==> config.mk <==
export PLATFORM = sky130hd
export DESIGN_NAME = hdu_sb_flat
export DESIGN_NICKNAME = d
export VERILOG_FILES = /design/src/rtl/hdu_sb_if.sv /design/src/rtl/hdu_sb.sv /design/src/flat_wrapper.sv
export SDC_FILE = /design/constraint.sdc
export NUM_CORES = 1
export LEC_CHECK = 0
export ABC_AREA = 1
export CORE_MARGIN = 4
export CORE_UTILIZATION = 30
export DETAILED_ROUTE_END_ITERATION = 16
export MAX_ROUTING_LAYER = met4
export PLACE_DENSITY_LB_ADDON = 0.15
export SKIP_CTS_REPAIR_TIMING = 1
export SYNTH_ARGS = -nofsm -noshare
export SYNTH_HDL_FRONTEND = slang
export SYNTH_SLANG_ARGS = --single-unit
==> constraint.sdc <==
create_clock -name clk -period 2.8 [get_ports clk]
set_input_delay 0.56 -clock clk [delete_from_list [all_inputs] [get_ports clk]]
set_output_delay 0.56 -clock clk [all_outputs]
set_load 0.02 [all_outputs]
==> src/rtl/hdu_sb_if.sv <==
// hdu_sb pipeline-control bundle: hazard inputs from IF/ID, ID/EX and memory,
// stage-register controls, scoreboard status and perf counters back out.
interface hdu_sb_if #(
  parameter int AW    = 5,
  parameter int CNT_W = 32
);
  logic          br_flush;
  logic [AW-1:0] IFID_rs1;
  logic [AW-1:0] IFID_rs2;
  logic          IFID_rs1_en;
  logic          IFID_rs2_en;
  logic          IFID_mem_rden;
  logic          IDEX_rdwren;
  logic          IDEX_mem_rden;
  logic [AW-1:0] IDEX_rd;
  logic          mem_resp_vld;
  logic [AW-1:0] mem_resp_rd;
  logic          muldiv_busy;

  logic             pc_wren;
  logic             IFID_wren;
  logic             IDEX_wren;
  logic             IFID_clear;
  logic             IDEX_clear;
  logic             EXMEM_clear;
  logic             sb_err;
  logic [3:0]       out_cnt;
  logic [CNT_W-1:0] stall_ld_cnt;
  logic [CNT_W-1:0] stall_md_cnt;

  modport master (
    output br_flush, IFID_rs1, IFID_rs2, IFID_rs1_en, IFID_rs2_en, IFID_mem_rden,
           IDEX_rdwren, IDEX_mem_rden, IDEX_rd, mem_resp_vld, mem_resp_rd, muldiv_busy,
    input  pc_wren, IFID_wren, IDEX_wren, IFID_clear, IDEX_clear, EXMEM_clear,
           sb_err, out_cnt, stall_ld_cnt, stall_md_cnt
  );

  modport slave (
    input  br_flush, IFID_rs1, IFID_rs2, IFID_rs1_en, IFID_rs2_en, IFID_mem_rden,
           IDEX_rdwren, IDEX_mem_rden, IDEX_rd, mem_resp_vld, mem_resp_rd, muldiv_busy,
    output pc_wren, IFID_wren, IDEX_wren, IFID_clear, IDEX_clear, EXMEM_clear,
           sb_err, out_cnt, stall_ld_cnt, stall_md_cnt
  );
endinterface

==> src/rtl/hdu_sb.sv <==
// Scoreboarded hazard unit: per-register pending-load tracking, outstanding-load cap,
// mul/div hold and branch-flush arbitration. Define HDU_PERF_EN for the stall counters.
module hdu_sb #(
  parameter int NREG    = 32,
  parameter int MAX_OUT = 4,
  parameter int CNT_W   = 32
) (
  input logic  clk,
  input logic  rst,
  hdu_sb_if.slave bus
);
  localparam int AW = $clog2(NREG);

  logic [NREG-1:0] r_pending;
  logic [3:0]      r_out_cnt;
  logic            r_sb_err;

  logic [NREG-1:0] w_pending_next;
  logic            w_alloc;
  logic            w_retire;
  logic [4:0]      w_cnt_sum;
  logic            w_cap_stall;
  logic            w_ld_stall;
  logic [AW-1:0]   w_src [2];
  logic [1:0]      w_src_en;
  logic [1:0]      w_haz;

  assign w_alloc  = bus.IDEX_mem_rden & bus.IDEX_rdwren & (bus.IDEX_rd != '0)
                  & ~bus.br_flush & ~bus.muldiv_busy;
  assign w_retire = bus.mem_resp_vld & r_pending[bus.mem_resp_rd];

  assign w_src[0]    = bus.IFID_rs1;
  assign w_src[1]    = bus.IFID_rs2;
  assign w_src_en[0] = bus.IFID_rs1_en;
  assign w_src_en[1] = bus.IFID_rs2_en;

  // A same-cycle response is forwarded, so it masks the pending bit for that source.
  generate
    for (genvar gi = 0; gi < 2; gi++) begin : g_src
      assign w_haz[gi] = w_src_en[gi] & (w_src[gi] != '0)
        & ((r_pending[w_src[gi]] & ~(bus.mem_resp_vld & (bus.mem_resp_rd == w_src[gi])))
           | (w_alloc & (bus.IDEX_rd == w_src[gi])));
    end
  endgenerate

  assign w_cnt_sum   = {1'b0, r_out_cnt} + {4'b0000, w_alloc};
  assign w_cap_stall = bus.IFID_mem_rden & (w_cnt_sum >= 5'(MAX_OUT));
  assign w_ld_stall  = w_haz[0] | w_haz[1] | w_cap_stall;

  // Alloc is applied after retire so a same-register alloc+retire leaves the bit set.
  always_comb begin
    w_pending_next = r_pending;
    if (w_retire) w_pending_next[bus.mem_resp_rd] = 1'b0;
    if (w_alloc)  w_pending_next[bus.IDEX_rd]     = 1'b1;
  end

  always_ff @(posedge clk or posedge rst) begin
    if (rst) begin
      r_pending <= '0;
      r_out_cnt <= '0;
      r_sb_err  <= 1'b0;
    end else begin
      r_pending <= w_pending_next;
      r_out_cnt <= r_out_cnt + 4'(w_alloc) - 4'(w_retire);
      if (bus.mem_resp_vld & (~r_pending[bus.mem_resp_rd] | (r_out_cnt == 4'd0)))
        r_sb_err <= 1'b1;
    end
  end

  always_comb begin
    bus.pc_wren     = 1'b1;
    bus.IFID_wren   = 1'b1;
    bus.IDEX_wren   = 1'b1;
    bus.IFID_clear  = 1'b0;
    bus.IDEX_clear  = 1'b0;
    bus.EXMEM_clear = 1'b0;
    if (bus.br_flush) begin
      bus.IFID_clear  = 1'b1;
      bus.IDEX_clear  = 1'b1;
      bus.EXMEM_clear = 1'b1;
    end else if (bus.muldiv_busy) begin
      bus.pc_wren     = 1'b0;
      bus.IFID_wren   = 1'b0;
      bus.IDEX_wren   = 1'b0;
      bus.EXMEM_clear = 1'b1;
    end else if (w_ld_stall) begin
      bus.pc_wren    = 1'b0;
      bus.IFID_wren  = 1'b0;
      bus.IDEX_clear = 1'b1;
    end
  end

  assign bus.out_cnt = r_out_cnt;
  assign bus.sb_err  = r_sb_err;

`ifdef HDU_PERF_EN
  logic [CNT_W-1:0] r_stall_ld_cnt;
  logic [CNT_W-1:0] r_stall_md_cnt;
  logic             w_ld_win;
  logic             w_md_win;

  assign w_ld_win = ~bus.br_flush & ~bus.muldiv_busy & w_ld_stall;
  assign w_md_win = ~bus.br_flush & bus.muldiv_busy;

  always_ff @(posedge clk or posedge rst) begin
    if (rst) begin
      r_stall_ld_cnt <= '0;
      r_stall_md_cnt <= '0;
    end else begin
      if (w_ld_win && !(&r_stall_ld_cnt)) r_stall_ld_cnt <= r_stall_ld_cnt + 1'b1;
      if (w_md_win && !(&r_stall_md_cnt)) r_stall_md_cnt <= r_stall_md_cnt + 1'b1;
    end
  end

  assign bus.stall_ld_cnt = r_stall_ld_cnt;
  assign bus.stall_md_cnt = r_stall_md_cnt;
`else
  assign bus.stall_ld_cnt = '0;
  assign bus.stall_md_cnt = '0;
`endif
endmodule

==> src/flat_wrapper.sv <==
// flat-port wrapper written by rule: the top's interface ports become plain ports
module hdu_sb_flat 
#(
  parameter int NREG    = 32,
  parameter int MAX_OUT = 4,
  parameter int CNT_W   = 32
)
  (clk, rst, bus_br_flush, bus_IFID_rs1, bus_IFID_rs2, bus_IFID_rs1_en, bus_IFID_rs2_en, bus_IFID_mem_rden, bus_IDEX_rdwren, bus_IDEX_mem_rden, bus_IDEX_rd, bus_mem_resp_vld, bus_mem_resp_rd, bus_muldiv_busy, bus_pc_wren, bus_IFID_wren, bus_IDEX_wren, bus_IFID_clear, bus_IDEX_clear, bus_EXMEM_clear, bus_sb_err, bus_out_cnt, bus_stall_ld_cnt, bus_stall_md_cnt);
  hdu_sb_if #(.AW(5), .CNT_W(CNT_W)) bus_i ();
  input logic clk;
  input logic rst;
  input wire logic [$bits(bus_i.br_flush)-1:0] bus_br_flush;
  input wire logic [$bits(bus_i.IFID_rs1)-1:0] bus_IFID_rs1;
  input wire logic [$bits(bus_i.IFID_rs2)-1:0] bus_IFID_rs2;
  input wire logic [$bits(bus_i.IFID_rs1_en)-1:0] bus_IFID_rs1_en;
  input wire logic [$bits(bus_i.IFID_rs2_en)-1:0] bus_IFID_rs2_en;
  input wire logic [$bits(bus_i.IFID_mem_rden)-1:0] bus_IFID_mem_rden;
  input wire logic [$bits(bus_i.IDEX_rdwren)-1:0] bus_IDEX_rdwren;
  input wire logic [$bits(bus_i.IDEX_mem_rden)-1:0] bus_IDEX_mem_rden;
  input wire logic [$bits(bus_i.IDEX_rd)-1:0] bus_IDEX_rd;
  input wire logic [$bits(bus_i.mem_resp_vld)-1:0] bus_mem_resp_vld;
  input wire logic [$bits(bus_i.mem_resp_rd)-1:0] bus_mem_resp_rd;
  input wire logic [$bits(bus_i.muldiv_busy)-1:0] bus_muldiv_busy;
  output wire logic [$bits(bus_i.pc_wren)-1:0] bus_pc_wren;
  output wire logic [$bits(bus_i.IFID_wren)-1:0] bus_IFID_wren;
  output wire logic [$bits(bus_i.IDEX_wren)-1:0] bus_IDEX_wren;
  output wire logic [$bits(bus_i.IFID_clear)-1:0] bus_IFID_clear;
  output wire logic [$bits(bus_i.IDEX_clear)-1:0] bus_IDEX_clear;
  output wire logic [$bits(bus_i.EXMEM_clear)-1:0] bus_EXMEM_clear;
  output wire logic [$bits(bus_i.sb_err)-1:0] bus_sb_err;
  output wire logic [$bits(bus_i.out_cnt)-1:0] bus_out_cnt;
  output wire logic [$bits(bus_i.stall_ld_cnt)-1:0] bus_stall_ld_cnt;
  output wire logic [$bits(bus_i.stall_md_cnt)-1:0] bus_stall_md_cnt;
  assign bus_i.br_flush = bus_br_flush;
  assign bus_i.IFID_rs1 = bus_IFID_rs1;
  assign bus_i.IFID_rs2 = bus_IFID_rs2;
  assign bus_i.IFID_rs1_en = bus_IFID_rs1_en;
  assign bus_i.IFID_rs2_en = bus_IFID_rs2_en;
  assign bus_i.IFID_mem_rden = bus_IFID_mem_rden;
  assign bus_i.IDEX_rdwren = bus_IDEX_rdwren;
  assign bus_i.IDEX_mem_rden = bus_IDEX_mem_rden;
  assign bus_i.IDEX_rd = bus_IDEX_rd;
  assign bus_i.mem_resp_vld = bus_mem_resp_vld;
  assign bus_i.mem_resp_rd = bus_mem_resp_rd;
  assign bus_i.muldiv_busy = bus_muldiv_busy;
  assign bus_pc_wren = bus_i.pc_wren;
  assign bus_IFID_wren = bus_i.IFID_wren;
  assign bus_IDEX_wren = bus_i.IDEX_wren;
  assign bus_IFID_clear = bus_i.IFID_clear;
  assign bus_IDEX_clear = bus_i.IDEX_clear;
  assign bus_EXMEM_clear = bus_i.EXMEM_clear;
  assign bus_sb_err = bus_i.sb_err;
  assign bus_out_cnt = bus_i.out_cnt;
  assign bus_stall_ld_cnt = bus_i.stall_ld_cnt;
  assign bus_stall_md_cnt = bus_i.stall_md_cnt;
  hdu_sb #(.NREG(NREG), .MAX_OUT(MAX_OUT), .CNT_W(CNT_W)) u_core (.clk(clk), .rst(rst), .bus(bus_i));
endmodule
* After elaboration in Yosys (flattened, before gate mapping)
Index checks and enable logic that the tools add are counted.
** Word-level totals
- Flip-flop bits (word level) :: 37
- Bits of input ports :: 30
- Output and inout bits :: 75
- Word-level logic and storage cells :: 76
** Cells by class
- Add/subtract/negate cells :: 3
- Order comparisons :: 7
- Equality and inequality tests :: 4
- Mux-type cells :: 23
- Bitwise gates (word level) :: 30
- Reduce and logical (&&, ||, !) cells :: 6
** Operator list (number)
- 2-to-1 mux 32 bit :: 2
- bitwise AND 32 bit :: 1
- NOT 32 bit :: 1
- bitwise OR 32 bit :: 1
- less-than comparator 5 x 6 -> 1 bit, second input constant :: 4
- == test 5 bit :: 4
- bitwise AND 1 bit :: 17
- 2-to-1 mux 1 bit :: 16
- binary-select mux 1 bit (select 5 bit) :: 3
- nonzero test 5 bit :: 3
- demux 1 bit (select 5 bit) :: 2
- >= comparator 5 x 1 -> 1 bit, second input constant :: 2
- adder 4 x 1 -> 5 bit :: 1
- >= comparator 5 x 3 -> 1 bit, second input constant :: 1
- NOT 1 bit :: 5
- bitwise OR 1 bit :: 5
- adder 4 x 1 -> 4 bit :: 1
- logical NOT 4 bit :: 1
- subtractor 4 x 1 -> 4 bit :: 1
- logical AND 1 bit :: 2

* Logic depth before layout (Yosys ltp)
Gate-level depths: netlist of run 1.
- Depth after elaboration :: 12
- Mapped depth :: 17
- Depth with buffers taken out :: 16

* Least setup slack after synthesis of run 1
OpenSTA, ideal clock, no wires.
- Path type :: input port to output port
- Start point :: input bus_IDEX_rd[3]
- End point :: output bus_pc_wren
- Data arrival time :: 2632 ps
- Required time :: 2240 ps
- Slack :: -392 ps
- Stages on the path :: 13
- Buffers on the path :: 2
- Path through :: clkbuf_1 nor3_1 nand2_1 nand2_1 inv_2 ha_1 ha_1 o21ai_0 o21ai_0 o31ai_1 nand4_1 nand2_1 buf_4
** On the way
- Longest elaborated chain between the ends :: 12
** Ends and longest elaborated chain
- start, declared :: line flat_wrapper.sv:20 : input wire logic [$bits(bus_i.IDEX_rd)-1:0] bus_IDEX_rd;
- parallel branches: the longest is 8 deep, another holds adder 4 x 1 -> 5 bit
- bitwise OR 1 bit * :: line hdu_sb.sv:48 : assign w_ld_stall = w_haz[0] | w_haz[1] | w_cap_stall;
- 2-to-1 mux 1 bit * (3 in a row)
- end, declared :: line flat_wrapper.sv:24 : output wire logic [$bits(bus_i.pc_wren)-1:0] bus_pc_wren;
Every way passes the cells marked *.

* Worst setup path after layout of run 1
- Start point :: input bus_mem_resp_rd[0]
- End point :: register u_core.r_out_cnt[1] (netlist: u_core.bus.out_cnt[1])
** On the way
- Longest elaborated chain between the ends :: 4
** Ends and longest elaborated chain
- start, declared :: line flat_wrapper.sv:22 : input wire logic [$bits(bus_i.mem_resp_rd)-1:0] bus_mem_resp_rd;
- binary-select mux 1 bit (select 5 bit) :: line hdu_sb.sv:30 : assign w_retire = bus.mem_resp_vld & r_pending[bus.mem_resp_rd];
- 2-to-1 mux 1 bit (not written as such) :: line hdu_sb.sv:30
- bitwise AND 1 bit :: line hdu_sb.sv:30
- subtractor 4 x 1 -> 4 bit :: line hdu_sb.sv:64 : r_out_cnt <= r_out_cnt + 4'(w_alloc) - 4'(w_retire);
- end signal, assigned :: line hdu_sb.sv:64
- end, declared :: line hdu_sb.sv:15 : logic [3:0] r_out_cnt;
Every way passes these cells. The select of a mux whose other input is x is not followed.
A chain may end at the register's enable or synchronous reset.

==> flow_metrics.py, run 1 <==
metrics = {
    "logic_synthesis": {
        "netlist_area_um2": 4030,
        "yosys.area_share.simple_pct": 40.6,
        "yosys_warnings": 0,
        "synthAdderAreaFrac_pct": 3.29,
        "yosys.cell_types.count": 32,
        "synth_mux_area_share_pct": 0,
        "ys_ff_latch": 37,
        "synthXorXnorAreaFrac_pct": 3.04,
        "synth_compound_area_share_pct": 6.89,
        "synth_top_family_by_area": "simple AND/OR/NAND/NOR gates",
        "synthCells": 631,
        "syn_avg_cell_area_um2": 6.38,
        "yosysSeqAreaShare_pct": 23.0,
    },
    "floorplan": {
        "die-area_um2": 15300,
        "ios": 105,
        "num_rows": 42,
        "die_h_um": 124,
        "initial_core_util_pct": 30.5,
        "fp.coreArea_um2": 13200,
        "die_x_um": 124,
    },
    "placed_design": {
        "placed_cell_area_um2": 4910,
        "io_buffers": 40,
        "dp_hpwl_mm": 10.3,
        "place_congestion": 0.977,
        "dp.cells": 894,
    },
    "sta": {
        "post-route-period-util_pct": 98.2,
        "fin_setup_tns_ns": 0,
        "setup_viol": 0,
        "drv_slew": 0,
        "period_minus_slack_ns": 2.75,
        "max_slew_margin_pct": 58.2,
        "rsz0062_at_grt": "true",
        "finClkSkew_ns": 0.00609,
        "hold_viol": 0,
        "worstMarginPinSlew_ns": 0.621,
        "max_freq_ghz": 0.364,
    },
    "setup_path": {
        "slowest_stage": "fa_2",
        "crit_path_start_kind": "input port",
        "arrival_ns": 2.92,
        "startpoint": "bus_mem_resp_rd[0]",
        "path_buf_inv": 7,
        "cpMostUsedCell": "inv_1",
        "reg2reg_to": "u_core.bus.out_cnt[1]$_DFF_PP0_",
        "path_depth": 16,
        "cp_cell_sequence": "buf_4, buf_6, inv_2, nand2_4, o22ai_1, o21ai_1, nand4_1, or2_1, nand2_2, inv_2, ha_1, inv_1, ha_2, inv_1, fa_2, inv_1",
        "crit_path_end": "u_core.bus.out_cnt[1]$_DFF_PP0_",
        "r2r-start": "u_core.r_pending[23]$_DFF_PP0_",
        "crit_required_ns": 2.97,
        "end_kind": "register",
        "reg2regPathDepth": 13,
        "critPathMaxStageDelay_ns": 0.51,
        "cp_max_fo": 7,
        "crit_type": "in -> reg",
        "path_delay_family": "adder cells",
        "r2r_setup_slack_ns": 0.26,
    },
    "detailed_routing": {
        "drt-initial-drc-count": 377,
        "vias": 4162,
        "dr.pass1.iters": 5,
        "via_per_inst": 4.59,
        "wl_per_cell_um": 14.4,
        "routed_wl_mm": 13.1,
        "ant_nets": 0,
        "drc_errors": 0,
    },
    "global_route": {
        "grtUsageTotal_pct": 17.5,
        "antenna_found_initial": 0,
        "overflow": 0,
        "grt_pass1_wl_mm": 20.3,
        "grt_pass1_vias": 3811,
        "grt_max_degree": 38,
    },
    "layout": {
        "final_common_cell": "nand2_1",
        "stdcell_count": 906,
        "area_growth_pct": 30.1,
        "nFillCells": 1437,
        "seqCellArea_um2": 926,
        "diodes": 0,
        "final_core_util_pct": 39.7,
        "final_cell_mix": "nand2_1 (189), buf_4 (78), conb_1 (64)",
        "drive_gt1_share_pct": 24.0,
        "multi_input_area_um2": 2570,
        "nNetsFinal": 769,
        "fin_area_um2": 5240,
    },
    "cts": {
        "clk_pin_slew_ns": 0.05,
        "htree_levels": 2,
        "ctsLongestPathBuffers": 2,
        "numCtsBuffers": 5,
        "cts_tree": "done",
        "clock-sinks": 37,
        "clockRootBuffer": "clkbuf_16",
        "clock_latency_ns": 0.28,
    },
    "power": {
        "ir_drop_mv": 0.587,
        "cellPowerDensity_nw_per_um2": 408,
        "power.leakage_uw": 0.00265,
        "total_power_uw": 2140,
    },
    "outcome": {
        "outcome": "finished clean",
    },
    "flow_run": {
        "drv_cap": 0,
    },
    "min_path": {
        "hp-start": "u_core.bus.sb_err$_DFFE_PP0P_",
        "hp-class": "reg -> reg",
    },
}
## where the power goes
group          switching, uW  total, uW  internal (uW)
combinational            537        900            363
sequential              94.7        701            606
clock                    214        541            327
total                    845       2140           1300
## cells in the mapped netlist
| cell type | count | area, um^2 |
|---|---|---|
| clkinv_1 | 2 | 7.51 |
| nor3_1 | 14 | 70.1 |
| fa_1 | 1 | 20.0 |
| buf_2 | 6 | 30.0 |
| inv_2 | 5 | 18.8 |
| nand3_2 | 29 | 290 |
| buf_6 | 5 | 56.3 |
| dfrtp_1 | 37 | 926 |
| nand2_2 | 2 | 12.5 |
| or2_1 | 1 | 6.26 |
| ha_1 | 9 | 113 |
| or2_2 | 1 | 6.26 |
| o31ai_1 | 1 | 7.51 |
| xnor2_1 | 6 | 52.6 |
| o21ai_0 | 13 | 65.1 |
| nand2_1 | 196 | 736 |
| nand4_1 | 8 | 50.1 |
| a21oi_1 | 10 | 50.1 |
| nor4_1 | 5 | 31.3 |
| buf_4 | 68 | 510 |
| conb_1 | 1 | 3.75 |
| o211ai_1 | 2 | 15.0 |
| nor2_2 | 1 | 6.26 |
| a22oi_1 | 4 | 30.0 |
| inv_1 | 65 | 244 |
| nor2_1 | 43 | 161 |
| a21boi_0 | 1 | 7.51 |
| xor2_1 | 8 | 70.1 |
| o21ai_1 | 3 | 15.0 |
| clkbuf_1 | 17 | 63.8 |
| o22ai_1 | 14 | 87.6 |
| nand3_1 | 53 | 265 |
## final cells by class
class / instances / area share (%)
Sequential cell: 37 / 17.7
Tap cell: 176 / 4.20
Timing Repair Buffer: 124 / 21.2
Inverter: 72 / 5.32
Multi-Input combinational cell: 489 / 49.0
Clock inverter: 2 / 0.191
Clock buffer: 6 / 2.46
## cells by family after synthesis
logic type,after synthesis
buf+inv,168
fa+ha+maj,10
flops,37
simple gates,353
xor+xnor,14
other cells,1
compound gates,48
## worst min-delay path, stage by stage, from the launching register on
cell and delay (ns):
dfrtp_1 0.34, inv_1 0.04, nand2_1 0.06
## state kept, by name, indices dropped and copies added, names as in the netlist
signal / flops
u_core.r_pending: 32
u_core.bus.out_cnt: 4
u_core.bus.sb_err: 1
## layer usage
metal / global-route usage, % / part of all wire, % / up-vias
met1: 25.5 / 47 / 1914
li1: - / - / 2064
met5: - / 0 / -
met2: 26.6 / 44 / 166
met3: 1.77 / 7.6 / 18
met4: 3.46 / 1.4 / 0
## metrics by stage
stage / setup slack (ns) / hold slack (ns)
6_report: 0.0501 / 0.468
5_1_grt: -0.0677 / 0.494
2_1_floorplan: -0.0700 / 0.441
3_5_place_dp: -0.890 / 0.462
4_1_cts: -0.904 / 0.474
3_3_place_gp: -0.831 / 0.459
## how the worst min path moves through the flow
| stage | depth (start not counted) | slack, ns | to |
|---|---|---|---|
| final | 2 | 0.47 | u_core.bus.sb_err$_DFFE_PP0P_ |
| after global routing | 2 | 0.49 | u_core.bus.sb_err$_DFFE_PP0P_ |
| after CTS | 2 | 0.47 | u_core.bus.sb_err$_DFFE_PP0P_ |
| after detailed placement | 2 | 0.46 | u_core.bus.sb_err$_DFFE_PP0P_ |
| after global placement | 2 | 0.46 | u_core.r_pending[26]$_DFF_PP0_ |
| after floorplan | 2 | 0.44 | u_core.r_pending[26]$_DFF_PP0_ |
(Power assumes the default switching activity.)
==> run 2: changes to the inputs <==
--- a/config.mk
+++ b/config.mk
@@ -12,6 +12,7 @@
 export MAX_ROUTING_LAYER = met4
 export PLACE_DENSITY_LB_ADDON = 0.15
 export SKIP_CTS_REPAIR_TIMING = 1
+export SKIP_LAST_GASP = 1
 export SYNTH_ARGS = -nofsm -noshare
 export SYNTH_HDL_FRONTEND = slang
 export SYNTH_SLANG_ARGS = --single-unit
==> flow_metrics.py, run 2 (synthesis gave the netlist of run 1 again) <==
metrics = {
    "outcome": {
        "outcome": "finished clean",
    },
    "setup_path": {
        "arrival_ns": 2.92,
        "reg2reg_to": "u_core.bus.out_cnt[1]$_DFF_PP0_",
        "r2r_setup_slack_ns": 0.26,
        "startpoint": "bus_mem_resp_rd[0]",
        "cp_cell_sequence": "buf_4, buf_6, inv_2, nand2_4, o22ai_1, o21ai_1, nand4_1, or2_1, nand2_2, inv_2, ha_1, inv_1, ha_2, inv_1, fa_2, inv_1",
        "crit_path_start_kind": "input port",
        "cpMostUsedCell": "inv_1",
        "path_buf_inv": 7,
        "critPathMaxStageDelay_ns": 0.51,
        "r2r-start": "u_core.r_pending[23]$_DFF_PP0_",
        "crit_type": "in -> reg",
        "cp_max_fo": 7,
        "slowest_stage": "fa_2",
        "path_delay_family": "adder cells",
        "end_kind": "register",
        "reg2regPathDepth": 13,
        "crit_required_ns": 2.97,
    },
    "sta": {
        "drv_slew": 0,
        "holdWs_ns": 0.468,
        "rsz0062_at_grt": "true",
        "post-route-period-util_pct": 98.2,
        "max_slew_margin_pct": 58.2,
        "max_freq_ghz": 0.364,
        "setup_ws_ns": 0.0497,
        "setup_viol": 0,
        "worstMarginPinSlew_ns": 0.621,
        "hold_viol": 0,
        "finClkSkew_ns": 0.00609,
        "period_minus_slack_ns": 2.75,
    },
    "layout": {
        "final_cell_mix": "nand2_1 (189), buf_4 (79), conb_1 (64)",
        "nNetsFinal": 769,
        "fin_area_um2": 5240,
        "regMostFlops": "u_core.r_pending",
        "area_growth_pct": 30.0,
        "stdcell_count": 906,
        "diodes": 0,
        "drive_gt1_share_pct": 24.0,
        "final_common_cell": "nand2_1",
        "final_core_util_pct": 39.7,
        "largest_reg_flops": 32,
    },
    "global_route": {
        "overflow": 0,
        "grtUsageTotal_pct": 17.5,
        "grt_pass1_vias": 3811,
        "antenna_found_initial": 0,
        "grt_max_degree": 38,
        "grt_pass1_wl_mm": 20.3,
    },
    "cts": {
        "ctsLongestPathBuffers": 2,
        "clock-sinks": 37,
        "cts_tree": "done",
        "clock_latency_ns": 0.28,
        "clk_pin_slew_ns": 0.05,
        "numCtsBuffers": 5,
        "htree_levels": 2,
        "clockRootBuffer": "clkbuf_16",
    },
    "power": {
        "intPower_uw": 1300,
        "switching_power_uw": 845,
        "clock_power_share_pct": 25.3,
        "ir_drop_mv": 0.587,
        "p_comb_share_pct": 42.0,
        "swShare_pct": 39.5,
        "p_seq_share_pct": 32.7,
        "power.leakage_uw": 0.00265,
        "cellPowerDensity_nw_per_um2": 409,
    },
    "detailed_routing": {
        "dr.pass1.iters": 5,
        "via_per_inst": 4.60,
        "ant_nets": 0,
        "drc_errors": 0,
        "drt-initial-drc-count": 377,
        "wl_per_cell_um": 14.4,
        "vias": 4167,
        "routed_wl_mm": 13.1,
    },
    "min_path": {
        "hp-start": "u_core.bus.sb_err$_DFFE_PP0P_",
        "holdPathEnd": "u_core.bus.sb_err$_DFFE_PP0P_",
        "min_path_cells": 2,
        "hp-class": "reg -> reg",
    },
    "placed_design": {
        "dp_worst_setup_slack_ns": -0.890,
        "place_congestion": 0.977,
        "dp.cells": 894,
        "dp_hpwl_mm": 10.3,
        "placed_cell_area_um2": 4910,
        "io_buffers": 40,
    },
    "floorplan": {
        "die_h_um": 124,
        "die_x_um": 124,
        "die-area_um2": 15300,
        "ios": 105,
        "initial_core_util_pct": 30.5,
        "num_rows": 42,
        "fp.coreArea_um2": 13200,
    },
    "flow_run": {
        "drv_cap": 0,
    },
}
run 2: cell types whose count changed in the layout (fill, tap and decap cells not counted):
cell   previous run  this run
buf_4            78        79
buf_6             9         8
run 2: worst max-delay path by stage:
stage                                                  to  slack, ns  cells after the start
after floorplan                               bus_pc_wren      -0.07                     13
after global placement                      bus_IFID_wren      -0.83                     13
after detailed placement                    bus_IFID_wren      -0.89                     13
after CTS                                   bus_IFID_wren      -0.90                     13
after global routing                       bus_IDEX_clear      -0.07                     14
final                     u_core.bus.out_cnt[1]$_DFF_PP0_       0.05                     16
run 2: power groups by stage:
stage / sequential [uW] / combinational [uW] / clock (uW)
floorplan: 715 / 602 / 0
global placement: 709 / 857 / 0
detailed placement: 708 / 858 / 0
CTS: 700 / 863 / 549
global route: 713 / 997 / 571
finish: 701 / 899 / 541
run 2: final cells by class:
type	count	area (um^2)
clock buffer	6	129
clock inverter	2	10.0
fill	1438	7950
inverter	72	279
multi-input combinational	489	2570
sequential	37	926
tap	176	220
timing repair buffer	124	1110
run 2: metal layers:
layer | up-vias | global-route usage (%) | routed length, um
met4 | 0 | 3.46 | 186
met5 | - | - | 0
li1 | 2064 | - | -
met3 | 18 | 1.77 | 990
met1 | 1917 | 25.5 | 6130
met2 | 168 | 26.6 | 5760
run 2: worst reg2reg max path, cell delays in order (launching register included):
cell     delay (ns)
dfrtp_1        0.42
inv_1          0.09
o22ai_1        0.10
o21ai_1        0.22
nand4_1        0.10
or2_1          0.27
nand2_2        0.09
inv_2          0.04
ha_1           0.26
inv_1          0.06
ha_2           0.17
inv_1          0.05
fa_2           0.51
inv_1          0.04
run 2: per-stage QoR:
step           TNS [ns]  power [uW]
2_1_floorplan   -0.0700        1320
3_3_place_gp      -8.94        1570
3_5_place_dp      -8.98        1570
4_1_cts           -3.84        2110
5_1_grt          -0.148        2280
6_report              0        2140
